## src/rtl/bcd_calc_pkg.sv

```systemverilog
// bcd_calc_pkg: shared digit type, display mode, active-low 7-segment patterns and digit helpers
package bcd_calc_pkg;
  typedef logic [3:0] bcd_digit_t;
  typedef enum logic [1:0] {OPER, SUM, DIFF} mode_t;
  localparam logic [6:0] SEG_BLANK = 7'b1111111;
  localparam logic [6:0] SEG_MINUS = 7'b0111111;
  localparam logic [0:9][6:0] SEG_DIGIT = {
    7'b1000000, 7'b1111001, 7'b0100100, 7'b0110000, 7'b0011001,
    7'b0010010, 7'b0000010, 7'b1111000, 7'b0000000, 7'b0010000
  };
  function automatic bcd_digit_t bcd_inc(input bcd_digit_t d);
    return d == 4'd9 ? 4'd0 : d + 4'd1;
  endfunction
  function automatic logic [6:0] seg_of(input bcd_digit_t d);
    return d > 4'd9 ? SEG_BLANK : SEG_DIGIT[d];
  endfunction
endpackage

```

## src/rtl/btn_debounce.sv

```systemverilog
// btn_debounce: 2-flop synchroniser, DEB_CYCLES-sample level debouncer and one-cycle press pulse (clk, rst, btn -> pulse)
module btn_debounce #(
  parameter int DEB_CYCLES = 16
) (
  input  logic clk,
  input  logic rst,
  input  logic btn,
  output logic pulse
);
  localparam int CW = $clog2(DEB_CYCLES);
  logic [1:0] sync;
  logic lvl;
  logic [CW-1:0] cnt;
  logic hit;
  assign hit = sync[1] != lvl && cnt == CW'(DEB_CYCLES - 1);
  always_ff @(posedge clk or posedge rst)
    if (rst) begin
      sync <= '0;
      lvl <= 1'b0;
      cnt <= '0;
      pulse <= 1'b0;
    end else begin
      sync <= {sync[0], btn};
      lvl <= hit ? sync[1] : lvl;
      cnt <= (sync[1] == lvl || hit) ? '0 : cnt + CW'(1);
      pulse <= hit & sync[1];
    end
endmodule

```

## src/rtl/bcd_calc_mux.sv

```systemverilog
// bcd_calc_mux: BCD add/subtract calculator; debounced digit/swap/clr buttons in, multiplexed active-low segment/an out
module bcd_calc_mux
  import bcd_calc_pkg::*;
#(
  parameter int DIGITS = 2,
  parameter int SCAN_BITS = 15,
  parameter int DEB_CYCLES = 16
) (
  input  logic                clk,
  input  logic                rst,
  input  logic [2*DIGITS-1:0] inc_btn,
  input  logic                op_add,
  input  logic                op_sub,
  input  logic                op_swap,
  input  logic                clr,
  output logic [6:0]          segment,
  output logic [2*DIGITS-1:0] an
);
  localparam int ND = 2 * DIGITS;
  localparam int KB = $clog2(ND);
  logic [ND-1:0] inc_p;
  logic swap_p, clr_p;
  bcd_digit_t [DIGITS-1:0] a, b, x, y, mag, mag_r;
  bcd_digit_t [DIGITS:0] sum, sum_r;
  bcd_digit_t [ND-1:0] oper, sum_pad, mag_pad;
  logic ge, neg_r, c, br;
  logic [4:0] ts, td;
  logic [SCAN_BITS-1:0] cnt;
  logic [KB-1:0] k;
  mode_t mode;
  logic [6:0] seg_n;
  logic [ND-1:0] an_n;
  for (genvar i = 0; i < ND; i++) begin : g_inc
    btn_debounce #(.DEB_CYCLES(DEB_CYCLES)) u_deb (.clk(clk), .rst(rst), .btn(inc_btn[i]), .pulse(inc_p[i]));
  end
  btn_debounce #(.DEB_CYCLES(DEB_CYCLES)) u_swap (.clk(clk), .rst(rst), .btn(op_swap), .pulse(swap_p));
  btn_debounce #(.DEB_CYCLES(DEB_CYCLES)) u_clr (.clk(clk), .rst(rst), .btn(clr), .pulse(clr_p));
  always_ff @(posedge clk or posedge rst)
    if (rst) begin
      a <= '0;
      b <= '0;
    end else if (clr_p) begin
      a <= '0;
      b <= '0;
    end else if (swap_p) begin
      a <= b;
      b <= a;
    end else begin
      for (int i = 0; i < DIGITS; i++) begin
        if (inc_p[i]) b[i] <= bcd_inc(b[i]);
        if (inc_p[i+DIGITS]) a[i] <= bcd_inc(a[i]);
      end
    end
  assign ge = a >= b;
  always_comb begin
    c = 1'b0;
    br = 1'b0;
    ts = '0;
    td = '0;
    sum = '0;
    mag = '0;
    x = ge ? a : b;
    y = ge ? b : a;
    for (int i = 0; i < DIGITS; i++) begin
      ts = 5'(a[i]) + 5'(b[i]) + 5'(c);
      c = ts > 5'd9;
      sum[i] = c ? 4'(ts - 5'd10) : ts[3:0];
      td = 5'(x[i]) + 5'd10 - 5'(y[i]) - 5'(br);
      br = td < 5'd10;
      mag[i] = br ? td[3:0] : 4'(td - 5'd10);
    end
    sum[DIGITS] = 4'(c);
  end
  assign k = cnt[SCAN_BITS-1 -: KB];
  assign mode = op_add ? SUM : op_sub ? DIFF : OPER;
  assign oper = {a, b};
  assign sum_pad = (4*ND)'(sum_r);
  assign mag_pad = (4*ND)'(mag_r);
  always_comb begin
    seg_n = SEG_BLANK;
    an_n = '1;
    if (32'(k) < ND) begin
      an_n[k] = 1'b0;
      seg_n = mode == OPER ? seg_of(oper[k])
            : mode == SUM ? (32'(k) <= DIGITS ? seg_of(sum_pad[k]) : SEG_BLANK)
            : 32'(k) < DIGITS ? seg_of(mag_pad[k])
            : 32'(k) == DIGITS && neg_r ? SEG_MINUS : SEG_BLANK;
    end
  end
  always_ff @(posedge clk or posedge rst)
    if (rst) begin
      sum_r <= '0;
      mag_r <= '0;
      neg_r <= 1'b0;
      cnt <= '0;
      segment <= SEG_BLANK;
      an <= '1;
    end else begin
      sum_r <= sum;
      mag_r <= mag;
      neg_r <= !ge;
      cnt <= cnt + SCAN_BITS'(1);
      segment <= seg_n;
      an <= an_n;
    end
endmodule

```

## config.mk

```make
export PLATFORM = sky130hd
export DESIGN_NAME = bcd_calc_mux
export DESIGN_NICKNAME = d
export VERILOG_FILES = /design/src/rtl/bcd_calc_pkg.sv /design/src/rtl/btn_debounce.sv /design/src/rtl/bcd_calc_mux.sv
export SDC_FILE = /design/constraint.sdc
export NUM_CORES = 1
export LEC_CHECK = 0
export CAP_MARGIN = 20
export CORE_ASPECT_RATIO = 0.8
export CORE_UTILIZATION = 25
export CTS_CLUSTER_DIAMETER = 60
export DETAILED_ROUTE_END_ITERATION = 6
export PLACE_DENSITY = 0.5
export RECOVER_POWER = 100
export SETUP_SLACK_MARGIN = 0.5
export SLEW_MARGIN = 20
export SYNTH_ARGS = -nofsm -noshare
export SYNTH_HDL_FRONTEND = slang
export SYNTH_HIERARCHICAL = 1
export SYNTH_SLANG_ARGS = --single-unit
```

## constraint.sdc

```tcl
create_clock -name clk -period 6.4 [get_ports clk]
set_input_delay 1.28 -clock clk [delete_from_list [all_inputs] [get_ports clk]]
set_output_delay 1.28 -clock clk [all_outputs]
set_load 0.05 [all_outputs]
```

==> results of run 1 <==
## power groups by stage
stage / logic (uW) / registers, uW / clock network [uW]
2_1_floorplan: 42.4 / 722 / 0
3_3_place_gp: 69.3 / 716 / 0
3_5_place_dp: 69.0 / 717 / 0
4_1_cts: 69.2 / 704 / 584
5_1_grt: 72.1 / 704 / 612
6_report: 62.3 / 702 / 564
## layout by cell type (no fill, tap or decap), types with 5 or more instances in the layout
cell / count
dfrtp_1: 94
nor2_1: 78
inv_1: 57
ha_1: 48
a21oi_1: 34
xnor2_1: 33
nand2_1: 23
nand3_1: 21
a211oi_1: 19
dlygate4sd3_1: 18
xor2_1: 17
nor3_1: 16
mux2i_1: 16
o21ai_0: 13
dfstp_2: 11
clkbuf_16: 9
a21o_1: 8
fa_1: 7
nand2b_2: 6
nor3b_1: 6
mux2_1: 6
nor2b_1: 5
nand2b_1: 5
## cells in the mapped netlist (all sizes together), types with 16 or more instances
cell | n | area [um^2]
o21ai | 17 | 88.8
ha | 48 | 601
inv | 58 | 218
mux2i | 19 | 198
xnor2 | 33 | 289
nand3 | 21 | 180
nor2 | 78 | 293
nand2 | 23 | 86.3
a21oi | 34 | 170
a211oi | 19 | 143
nor3 | 16 | 80.1
dfrtp | 96 | 2400
xor2 | 17 | 149
## final cells by class
cell class / count / area (um^2) / area share, %
multi-input combinational: 418 / 3090 / 44.7
sequential: 107 / 2690 / 39.0
timing repair buffer: 22 / 208 / 3.01
tap: 318 / 398 / 5.77
clock buffer: 9 / 225 / 3.26
clock inverter: 7 / 72.6 / 1.05
inverter: 58 / 218 / 3.16
## final timing paths
| kind | from | endpoint | slack [ns] |
|---|---|---|---|
| worst max-delay path | b[6] | mag_pad[6] | 0.85 |
| worst min-delay path | g_inc[3].u_deb/sync[0] | g_inc[3].u_deb/sync[1] | 0.35 |
| worst max register to register | b[6] | mag_pad[6] | 0.85 |
| worst min register to register | g_inc[3].u_deb/sync[0] | g_inc[3].u_deb/sync[1] | 0.35 |
| max in group asynchronous | rst | b[5] | 1.67 |
| min in group asynchronous | rst | u_swap/sync[1] | 1.48 |
## timing repair
item,CTS,global route
hold endpoints to repair,0,0
hold buffers,0,0
resized for setup,0,4
setup endpoints to repair,0,2
## metal layers
| metal | GRT usage (%) | vias to the layer above | part of all wire, % |
|---|---|---|---|
| met5 | 0 | - | 0 |
| met4 | 2.83 | 0 | 0.98 |
| met3 | 2.56 | 8 | 4.4 |
| met2 | 13.3 | 65 | 38 |
| met1 | 15.3 | 1855 | 56 |
| li1 | - | 2057 | - |
## metrics by stage
stage	utilization [%]	worst slack (ns)	power (uW)
floorplan	-	1.36	764
global placement	27.6	1.02	786
detailed placement	27.6	0.890	786
CTS	28.8	0.867	1360
global route	28.3	0.268	1390
finish	28.3	0.854	1330
## sequential cells by signal (all words and copies together), names as in the netlist, 2 cells and up
signal and flops:
g_inc.u_deb/cnt 16, cnt 15, sum_pad 9, a 8, b 8, g_inc.u_deb/sync 8
mag_pad 7, segment 7, an 4, g_inc.u_deb/lvl 4, g_inc.u_deb/pulse 4, u_clr/cnt 4
u_swap/cnt 4, u_clr/sync 2, u_swap/sync 2
## worst reg2reg max path, cell delays in order (launching register included)
cell,delay [ns]
dfrtp_1,0.49
inv_1,0.14
ha_1,0.39
nand4_1,0.10
a21oi_1,0.13
a211o_1,0.46
inv_1,0.21
or3_1,0.35
o21a_1,0.13
inv_1,0.08
fa_1,0.43
ha_1,0.22
nor2_1,0.13
nor2b_1,0.06
mux2i_1,0.29
inv_1,0.11
fa_1,0.39
inv_1,0.06
ha_1,0.13
ha_1,0.15
fa_1,0.44
nand2b_1,0.11
nand2b_1,0.07
mux2i_2,0.21
mux2i_1,0.21
## cells by family (layout without fill, tap and decap cells)
logic type | Yosys count | in the layout | synth area share [%]
flops | 107 | 107 | 43.4
compound gates | 105 | 105 | 11.1
xor+xnor | 50 | 50 | 7.06
simple gates | 177 | 177 | 15.2
fa+ha+maj | 55 | 55 | 11.9
buf+inv | 75 | 96 | 4.88
mux | 31 | 31 | 6.45
==> results.tsv, run 1 <==
metric	value	unit
pin_count	21	
fp.dieW	178	um
rsz0062_at_grt	false	
slowest_stage	dfrtp_1	
relSlewSlack	-111	%
fin_area	6900	um^2
route.detailed.drc	0	
antenna_left	0	
wirelength	11600	um
cp_num_buf_inv	5	
path_cells	inv_1 > ha_1 > nand4_1 > a21oi_1 > a211o_1 > inv_1 > or3_1 > o21a_1 > inv_1 > fa_1 > ha_1 > nor2_1 > nor2b_1 > mux2i_1 > inv_1 > fa_1 > inv_1 > ha_1 > ha_1 > fa_1 > nand2b_1 > nand2b_1 > mux2i_2 > mux2i_1	
yosysWarnings	6	
post-route-period-util	86.7	%
wl_per_cell	12.4	um
synth_ff_type	dfrtp_1	
fmaxAchievable	0.180	GHz
cp_common_cell	inv_1	
power_density	192	nW/um^2
synth_enable_flop_cells	0	
nNetsFinal	681	
dp_hpwl	8540	um
status	finished with violations	
clkPwrFrac	42.4	%
max_stage_delay	0.49	ns
dieHeight	143	um
grt_use_total	9.96	%
numPortBuffers	20	
firstDrtPassIters	4	
slew_viol_final	60	
clkTransAtPathRegs	0.08	ns
cp.arrival	5.82	ns
vdd_drop_max	0.146	mV
start_util	25.5	%
syn_inst	600	
dpl-instance-area	6730	um^2
cts.path.max_buffers	2	
holdWs	0.353	ns
start_kind	flop	
finalNonFillerCells	939	
grt_first_pass_wirelength	20000	um
h-tree-depth	3	
via_per_inst	4.24	
die_area	25500	um^2
cp-end-kind	flop	
path_class	reg -> reg	
syn_area	6200	um^2
cts_buffers	9	
ff2ff_path_depth	24	
synth_cell_types	53	
grt_pass1_vias	3862	
core	24400	um^2
cts.sinks	107	
finalSetupViolCount	0	
drtIter0Drc	250	
drive_gt1_share	8.21	%
drv_cap	1	
p_leak	0.00315	uW
antenna_found_initial	0	
tns	0	ns
synth-seq-cells	107	
antenna_cells	0	
violations	capacitance limit, slew limit	
ys_seq_area_share	43.4	%
cts_setup_buffers	0	
area_growth_syn_to_layout	11.2	%
cp_data_required_time	6.67	ns
synth_fp_nets	665	
hold_viol	0	
cts_root_buffer	clkbuf_16	
vias	3985	
ys_async_sr_fraction	100	%
p_int	995	uW
path_depth	24	
pwr-share-comb	4.7	%
grt_max_degree	60	
synth.avg_cell_area	10.3	um^2
p_seq_share	52.9	%
path_max_fanout	14	
hold-path-cell-count	0	
num_rows	51	
place_congestion	0.787	
worstMarginPinSlew	3.16	ns
tritoncts	done	
placed_cells	923	
clkLatencyLatePin	0.36	ns
switching_power	333	uW
fin_crit	5.55	ns
switching_share	25.0	%
fillers	2553	
fin_skew	0.0147	ns
crit_family	adder cells	
hp-class	reg -> reg	
grt_overflow	0	
Note: power is estimated with default switching activity, not from simulation.
==> run 2: changes to the inputs <==
--- a/config.mk
+++ b/config.mk
@@ -5,12 +5,13 @@
 export SDC_FILE = /design/constraint.sdc
 export NUM_CORES = 1
 export LEC_CHECK = 0
+export ABC_AREA = 1
 export CAP_MARGIN = 20
 export CORE_ASPECT_RATIO = 0.8
 export CORE_UTILIZATION = 25
 export CTS_CLUSTER_DIAMETER = 60
 export DETAILED_ROUTE_END_ITERATION = 6
-export PLACE_DENSITY = 0.5
+export PLACE_DENSITY = 0.52
 export RECOVER_POWER = 100
 export SETUP_SLACK_MARGIN = 0.5
 export SLEW_MARGIN = 20
==> constraint.sdc (replaced) <==
create_clock -name clk -period 5.1 [get_ports clk]
set_input_delay 1.02 -clock clk [delete_from_list [all_inputs] [get_ports clk]]
set_output_delay 1.02 -clock clk [all_outputs]
set_load 0.05 [all_outputs]
==> results.tsv, run 2 <==
metric	value	unit	change
yosysWarnings	6		unchanged
wirelength	13500	um	+16%
final_common_cell	nand2_1		
ys_async_sr_fraction	100	%	unchanged
synth-seq-cells	107		unchanged
vias	4919		+23%
cts_hold_buf	0		unchanged
num_rows	52		+2.0%
ys_top_cells_by_area	dfrtp_1 (37%), nand2_1 (10%), ha_1 (9.3%)		
worstMarginPinSlew	1.66	ns	-1.50 ns
antenna_left	0		unchanged
path_class	reg -> reg		
nNetsFinal	886		+30%
status	finished with violations		
antenna_cells	0		unchanged
synth_ff_type	dfrtp_1		
syn_inst	776		+29%
fin_skew	0.00869	ns	-0.00605 ns
grt_first_pass_wirelength	22600	um	+13%
hold_viol	0		unchanged
core	25200	um^2	+3.6%
synth_fp_nets	841		+26%
synth_cell_types	42		-21%
power_density	226	nW/um^2	+17%
cp_data_required_time	5.35	ns	-1.32 ns
area_growth_syn_to_layout	15.9	%	
largest_reg_flops	16		unchanged
clkLatencyLatePin	0.36	ns	about the same
tritoncts	done		
place_congestion	0.842		+7.1%
cp_num_buf_inv	5		unchanged
synth_enable_flop_cells	0		unchanged
rsz0062_at_grt	true		
numPortBuffers	20		unchanged
crit_family	adder cells		
hold-path-cell-count	0		unchanged
r2r_start	a[0]		
yosys.area.top_type_share	37.4	%	-1.3 points
pin_count	21		unchanged
largest-register	g_inc.u_deb/cnt		
r2r_setup_slack	0.64	ns	-0.22 ns
grt_pass1_vias	4644		+20%
grt_use_total	10.6	%	+0.68 points
fin_crit	4.46	ns	-1.08 ns
cts.path.max_buffers	2		unchanged
hp-class	reg -> reg		
start_util	25.4	%	about the same
cts_root_buffer	clkbuf_16		
finalPower	1680	uW	+27%
cp-startpoint	a[0]		
max_stage_delay	0.49	ns	about the same
ys_seq_area_share	41.9	%	-1.5 points
drv_cap	1		unchanged
cp_common_cell	nand2_1		
synth_common_cells	nand2_1 (173), inv_1 (121), dfrtp_1 (96), nor2_1 (61), ha_1 (48)		
synth.most_common_cell	nand2_1		
tns	0	ns	unchanged
wl_per_cell	11.7	um	-5.1%
slew_viol_final	32		-47%
h-tree-depth	3		unchanged
via_per_inst	4.28		+0.79%
slowest_stage	fa_1		
finalSetupViolCount	0		unchanged
drtIter0Drc	316		+26%
clkTransAtPathRegs	0.07	ns	about the same
post-route-period-util	87.5	%	+0.84 points
cts.sinks	107		unchanged
fp.dieW	181	um	+1.7%
path_max_fanout	5		-9
fmaxAchievable	0.224	GHz	+24%
yosys.area.top_type	dfrtp_1		
grt_overflow	0		unchanged
firstDrtPassIters	5		+1
grt_max_degree	32		-47%
drive_gt1_share	12.2	%	+4.0 points
cp-end-kind	flop		
vdd_drop_max	0.210	mV	+44%
cp.arrival	4.71	ns	-1.11 ns
violations	capacitance limit, slew limit		
p_leak	0.00386	uW	+22%
relSlewSlack	-10.7	%	+100 points
start_kind	flop		
die_area	26300	um^2	+3.5%
dieHeight	145	um	+1.7%
cts_buffers	9		unchanged
synth.avg_cell_area	8.28	um^2	-20%
syn_area	6420	um^2	+3.5%
ff2ff_path_depth	26		+8.3%
route.detailed.drc	0		unchanged
layout_common_cells	nand2_1 (173), inv_1 (117), dfrtp_1 (91)		
dp_hpwl	10200	um	+19%
antenna_found_initial	0		unchanged
hp-start	u_clr/sync[0]		
path_depth	26		+8.3%
-- run 2: cell count changes in the layout (fill, tap and decap cells not counted), sizes merged, moves of 11 or more --
cell,change
buf,+22
mux2i,-19
a211oi,-19
nand2,+164
nor2,-14
o21ai,+39
xnor2,-22
nand4,+12
nand3,+36
nand2b,-11
inv,+67
-- run 2: per-stage QoR --
step / worst slack [ns] / hold WS, ns / instance area, um^2 / instances / utilization (%)
after floorplan: 0.720 / 0.331 / 6420 / 776 / -
after global placement: 0.516 / 0.332 / 7040 / 1119 / 27.9
after detailed placement: 0.416 / 0.335 / 7040 / 1119 / 27.9
after CTS: 0.518 / 0.352 / 7350 / 1135 / 29.1
after global routing: 0.259 / 0.356 / 7450 / 1150 / 29.5
final: 0.638 / 0.349 / 7450 / 1150 / 29.5
-- run 2: logic make-up after synthesis --
family	share of synthesized area, %
and+or+nand+nor	25.0
buffers and inverters	8.41
DFF	41.9
AOI/OAI and AO/OA	9.37
adders and majority gates	11.5
xor gates and xnor gates	3.82
-- run 2: worst paths after layout --
path,to
min reg2reg,u_clr/sync[1]
max reg2reg,mag_pad[5]
max in group asynchronous,mag_pad[4]
max,mag_pad[5]
min,u_clr/sync[1]
min in group asynchronous,g_inc[1].u_deb/cnt[2]
-- run 2: where the power goes --
group / switching [uW] / total, uW / internal, uW
clock network: 322 / 722 / 400
logic: 49.8 / 76.1 / 26.3
registers: 14.1 / 882 / 868
-- run 2: what timing repair did --
item / 4_1_cts / 5_1_grt
pin swaps: 0 / 8
setup buffers: 0 / 15
gates cloned: 0 / 0
endpoints found under the setup margin: 3 / 6
resized for setup: 8 / 27
hold endpoints to repair: 0 / 0
-- run 2: cell type report --
cell class	instances	area, um^2
sequential	107	2700
inverter	129	497
tap	324	405
timing repair buffer	44	373
multi-input combinational	530	3170
clock buffer	12	246
fill	2679	17800
clock inverter	4	58.8
-- run 2: metal layers --
metal | wire length, um | GRT usage (%)
met5 | 0 | 0
met4 | 138 | 2.67
met3 | 546 | 3.23
met2 | 5580 | 15.1
met1 | 7210 | 15.6
